<file path="config.mk">
export PLATFORM = sky130hd
export DESIGN_NAME = mem_port_arbiter
export DESIGN_NICKNAME = d
export VERILOG_FILES = /design/src/rtl/mem_port_arbiter.sv
export SDC_FILE = /design/constraint.sdc
export NUM_CORES = 1
export LEC_CHECK = 0
export ABC_CLOCK_PERIOD_IN_PS = 2100
export CAP_MARGIN = 25
export CELL_PAD_IN_SITES_DETAIL_PLACEMENT = 0
export CELL_PAD_IN_SITES_GLOBAL_PLACEMENT = 2
export CORE_UTILIZATION = 24
export CTS_BUF_LIST = sky130_fd_sc_hd__clkbuf_2 sky130_fd_sc_hd__clkbuf_4 sky130_fd_sc_hd__clkbuf_8
export CTS_CLUSTER_SIZE = 16
export DETAILED_ROUTE_END_ITERATION = 6
export GPL_ROUTABILITY_DRIVEN = 0
export PLACE_DENSITY = 0.78
export SLEW_MARGIN = 10
export SYNTH_ARGS = -nofsm -noshare
export SYNTH_HDL_FRONTEND = slang
export SYNTH_SLANG_ARGS = --single-unit
</file>
<file path="constraint.sdc">
create_clock -name clk -period 2.1 [get_ports clk]
set_input_delay 0.21 -clock clk [delete_from_list [all_inputs] [get_ports clk]]
set_output_delay 0.21 -clock clk [all_outputs]
set_load 0.03 [all_outputs]
</file>
<file path="src/rtl/mem_port_arbiter.sv">
// Round-robin arbiter sharing one fixed-latency single-port memory between fetch (IF) and data (DM).
// Req-to-valid takes MEM_LATENCY+2 cycles; the losing port sees stall until its own access completes.
module mem_port_arbiter #(
   parameter int A_WIDTH     = 32,
   parameter int D_WIDTH     = 32,
   parameter int MEM_LATENCY = 2
) (
   input  logic               clk,
   input  logic               rst_n,
   input  logic               if_req,
   input  logic [A_WIDTH-1:0] if_addr,
   output logic [D_WIDTH-1:0] if_rdata,
   output logic               if_valid,
   output logic               if_stall,
   input  logic               dm_req,
   input  logic               dm_we,
   input  logic [A_WIDTH-1:0] dm_addr,
   input  logic [D_WIDTH-1:0] dm_wdata,
   output logic [D_WIDTH-1:0] dm_rdata,
   output logic               dm_valid,
   output logic               dm_stall,
   output logic               mem_en,
   output logic               mem_we,
   output logic [A_WIDTH-1:0] mem_addr,
   output logic [D_WIDTH-1:0] mem_wdata,
   input  logic [D_WIDTH-1:0] mem_rdata
);

   typedef enum logic [1:0] {IDLE, ISSUE, WAIT, DONE} state_t;

   localparam logic       PORT_IF = 1'b0;
   localparam logic       PORT_DM = 1'b1;
   localparam logic [3:0] LAT     = 4'(MEM_LATENCY);

   state_t             state_q, state_d;
   logic [3:0]         cnt_q, cnt_d;
   logic               grant_q, grant_d;
   logic               last_grant_q, last_grant_d;
   logic               we_q, we_d;
   logic [A_WIDTH-1:0] addr_q, addr_d;
   logic [D_WIDTH-1:0] wdata_q, wdata_d;
   logic [D_WIDTH-1:0] if_rdata_q, if_rdata_d;
   logic [D_WIDTH-1:0] dm_rdata_q, dm_rdata_d;

   always_ff @(posedge clk or negedge rst_n) begin
      if (!rst_n) begin
         state_q      <= IDLE;
         cnt_q        <= '0;
         grant_q      <= PORT_IF;
         last_grant_q <= PORT_IF;
         we_q         <= 1'b0;
         addr_q       <= '0;
         wdata_q      <= '0;
         if_rdata_q   <= '0;
         dm_rdata_q   <= '0;
      end else begin
         state_q      <= state_d;
         cnt_q        <= cnt_d;
         grant_q      <= grant_d;
         last_grant_q <= last_grant_d;
         we_q         <= we_d;
         addr_q       <= addr_d;
         wdata_q      <= wdata_d;
         if_rdata_q   <= if_rdata_d;
         dm_rdata_q   <= dm_rdata_d;
      end
   end

   always_comb begin
      state_d      = state_q;
      cnt_d        = cnt_q;
      grant_d      = grant_q;
      last_grant_d = last_grant_q;
      we_d         = we_q;
      addr_d       = addr_q;
      wdata_d      = wdata_q;
      if_rdata_d   = if_rdata_q;
      dm_rdata_d   = dm_rdata_q;
      case (state_q)
         IDLE: begin
            if (if_req || dm_req) begin
               // On a tie the port that lost last time wins, so neither can starve.
               if (if_req && dm_req) grant_d = ~last_grant_q;
               else                  grant_d = dm_req ? PORT_DM : PORT_IF;
               last_grant_d = grant_d;
               if (grant_d == PORT_DM) begin
                  addr_d  = dm_addr;
                  we_d    = dm_we;
                  wdata_d = dm_wdata;
               end else begin
                  addr_d  = if_addr;
                  we_d    = 1'b0;
               end
               state_d = ISSUE;
            end
         end
         ISSUE: begin
            cnt_d   = 4'd1;
            state_d = WAIT;
         end
         WAIT: begin
            if (cnt_q == LAT) begin
               if (!we_q) begin
                  if (grant_q == PORT_DM) dm_rdata_d = mem_rdata;
                  else                    if_rdata_d = mem_rdata;
               end
               cnt_d   = '0;
               state_d = DONE;
            end else begin
               cnt_d = cnt_q + 4'd1;
            end
         end
         DONE:    state_d = IDLE;
         default: state_d = IDLE;
      endcase
   end

   assign mem_en    = (state_q == ISSUE);
   assign mem_we    = mem_en & we_q;
   assign mem_addr  = addr_q;
   assign mem_wdata = wdata_q;
   assign if_valid  = (state_q == DONE) && (grant_q == PORT_IF);
   assign dm_valid  = (state_q == DONE) && (grant_q == PORT_DM);
   assign if_rdata  = if_rdata_q;
   assign dm_rdata  = dm_rdata_q;
   assign if_stall  = if_req & ~if_valid;
   assign dm_stall  = dm_req & ~dm_valid;

endmodule

</file>
==> impl_summary.txt <==
----------------------------------------------------
[Status]
  Run status ... finished, final reports clean

[STA]
  Transition time at the pin with the least slew margin ... 614 ps
  Share of the cycle needed by the critical path after routing ... 0.997
  Fin Clk Skew ... 8.56 ps
  Final TNS setup ... 0 ps
  Setup Viol. Count Final ... 0
  Smallest setup slack after layout ... 6.10 ps
  Clock period minus final worst setup slack ... 2090 ps
  Relative slew margins ... 0.590
  Fmax achieved ... 0.478 GHz
  Count of final hold-check violations ... 0
  Final Max Slew Viols ... 0
  RSZ-0062 raised after global routing ... yes
  Min Hold Slack ... 336 ps

[Global route]
  Global-route wire length before repair ... 23.7 mm
  Congestion Overflow GR ... 0
  Vias in the first global route ... 4426
  Maximum number of pins on one net before global-route repair ... 67
  Total Routing Usage GR ... 0.128
  Initial antenna violation count ... 0

[Cells and area]
  Layout cell share with drive strength beyond 1 ... 0.227
  Final Net Count ... 818
  Area growth, synth to finish ... 65.7%
  Number of cells in the finished layout apart from fillers ... 1005
  Post-route core utilization ... 0.409
  Final std cell area, no fill ... 9310 um2
  Antenna cell count ... 0

[Placement]
  Placement-stage worst setup slack ... -118 ps
  Placed instance area ... 8760 um2
  Placed wire-length estimate after detailed placement ... 10.9 mm
  Number of instances in the placed design ... 966
  PortBufs ... 266

[Setup path]
  Critical Path Max Stage Delay ... 510 ps
  Maximum fanout along the worst path ... 8
  Kind of launch point of the worst setup path ... register
  Slowest cell on crit path ... sky130_fd_sc_hd__or4_4
  Sort of element at the end of the critical path ... register
  Kind of critical path ... register to register
  Worst EP arrival ... 2400 ps
  R2R Setup Slk ... 6 ps
  Worst R2R End ... if_rdata[25]
  Crit-path leading delay family ... simple AND/OR/NAND/NOR gates
  Critical path cell sequence ... inv_2 -> ha_4 -> or3b_4 -> or4_4 -> clkbuf_16 -> mux2_4
  Source of the worst register-to-register timing path ... cnt_q[0]
  Path length in cells of the critical path ... 6
  Worst Reg2Reg Path Length in Cells ... 6
  Buffers and inverters on the worst path ... 2
  Required arrival time at the worst endpoint ... 2410 ps

[Logic synthesis]
  Number of synthesized flops with an enable pin ... 0
  Cells after synthesis ... 396
  Number of unique standard cell types used by synthesis ... 28
  Count of yosys warnings during synthesis ... 0
  Most common cell in the synthesized netlist ... sky130_fd_sc_hd__dfrtp_1
  Fraction of synthesis flops using an asynchronous set or reset pin ... 1.00
  Mapped Avg Cell Area ... 14.2 um2
  Post-synth net total ... 535
  Seq cells post-synth ... 136
  Cell area after technology mapping ... 5620 um2
  Sequential area share after synthesis ... 0.606
  Yosys top cell by area ... sky130_fd_sc_hd__dfrtp_1
  Primary flip-flop cell chosen by synthesis mapping ... sky130_fd_sc_hd__dfrtp_1
  Cell types with the highest counts after synthesis ... sky130_fd_sc_hd__dfrtp_1, sky130_fd_sc_hd__mux2_2, sky130_fd_sc_hd__nand2_1
  Proportion of netlist area held by the largest area contributor ... 0.606
  Cell types with the largest area share after synthesis ... sky130_fd_sc_hd__dfrtp_1, sky130_fd_sc_hd__mux2_2, sky130_fd_sc_hd__mux2_4

[Die]
  Number of rows created at floorplan ... 55
  Number of top-level design ports ... 267
  Core area ... 22800 um2
  Die width ... 155 um
  Die Footprint ... 24000 um2
  Vertical die dimension ... 155 um
  Initial core utilization ... 0.247

[CTS]
  CTS tree ... built
  Clock insertion delay at the later pin of the skew report ... 430 ps
  CTS buffer count ... 17
  TritonCTS Sinks ... 136
  Clock Root Buffer ... sky130_fd_sc_hd__clkbuf_8
  Buffers from clock root to sink, at most ... 2
  Clock-pin transition on the worst setup and hold timing paths ... 70 ps
  Number of levels the H-tree was split into ... 4

[Detailed routing]
  Count of vias placed by the detailed router ... 4135
  Remaining design rule violation count ... 0
  Initial detailed-routing violation count ... 151
  ANT nets after route ... 0
  Detail-routed net length per standard cell ... 15.1 um
  Average vias per placed instance ... 4.11
  DRT Pass-1 Iters ... 4
  Final Routed Wirelength ... 15.2 mm

[Hold path]
  Worst min-delay path startpoint ... dm_we
  Class of the tightest hold or removal check ... primary input to register
  Worst Hold Depth ... 3
  Worst Hold Path EP ... we_q

[Pwr]
  VDD IR-drop max ... 0.630 mV
  Leakage dissipation ... 4.19 nW
  Power density of the placed cells ... 1470 nW/um2
  Pwr Total ... 13.7 mW

[Run]
  Max_cap viols ... 0

----------------------------------------------------
-- report_power, final --
part           switching, mW  internal (mW)
logic                   3.74           3.28
clock network           1.05           1.20
registers              0.631           3.75
total                   5.42           8.23
-- what timing repair did --
action	in CTS	in global routing
gates cloned	1	3
pin swaps	0	1
endpoints found under the setup margin	37	67
hold buffers	1	0
gates resized for setup	7	10
endpoints found under the hold margin	63	0
buffers inserted	0	2
-- cells in the final DEF (no fill, tap or decap), drive strengths merged, types with 2 or more instances in the layout --
cell and instances:
nand2 37, dlygate4sd2 3, mux2i 32, bufinv 3
mux2 97, o21ai 36, a21oi 2, nor2 2
clkdlybuf4s50 259, dfrtp 136, nand3 3, and2 2
clkinvlp 2, clkbuf 23, clkinv 7, buf 17
inv 8, ha 6, nor2b 4
-- metal layers --
metal,global-route usage,vias to the layer above,part of all wire
met5,0,-,0
met4,0.0396,0,0.014
met3,0.0510,14,0.082
met2,0.216,182,0.50
met1,0.147,1990,0.41
li1,-,1949,-
-- logic make-up after synthesis --
group | count (synthesis) | share of synthesized area
AOI/OAI and AO/OA | 44 | 0.0425
DFF | 136 | 0.606
buffers and inverters | 28 | 0.0245
muxes | 129 | 0.271
and+or+nand+nor | 53 | 0.0427
adders and majority gates | 6 | 0.0134
-- worst register-to-register path, stage by stage (launching register included) --
cell and delay, ps:
sky130_fd_sc_hd__dfrtp_1 390, sky130_fd_sc_hd__inv_2 80, sky130_fd_sc_hd__ha_4 120, sky130_fd_sc_hd__or3b_4 370
sky130_fd_sc_hd__or4_4 510, sky130_fd_sc_hd__clkbuf_16 220, sky130_fd_sc_hd__mux2_4 300
-- area by class of cell --
cell class	count	area [um2]
sequential	136	3400
multi-input combinational	232	2120
timing repair buffer	286	2960
inverter	6	22.5
tap	313	392
clock buffer	18	241
fill	2113	13500
clock inverter	14	175
-- flip-flops by register name, summed over array words and instances, names as in the netlist --
| name | count |
|---|---|
| state_q | 2 |
| if_rdata | 32 |
| cnt_q | 4 |
| mem_wdata | 32 |
| dm_rdata | 32 |
| last_grant_q | 1 |
| mem_addr | 32 |
| we_q | 1 |
-- how the worst max path moves through the flow --
| stage | from | end | slack [ps] |
|---|---|---|---|
| after global placement | cnt_q[0] | if_rdata[8] | -70 |
| after CTS | cnt_q[0] | if_rdata[16] | -8 |
| after global routing | cnt_q[0] | if_rdata[19] | -50 |
| after detailed placement | cnt_q[0] | if_rdata[9] | -120 |
| final | cnt_q[0] | if_rdata[25] | 6 |
| after floorplan | cnt_q[0] | if_rdata[10] | -60 |
No activity file was read; power rests on OpenSTA's default activity.
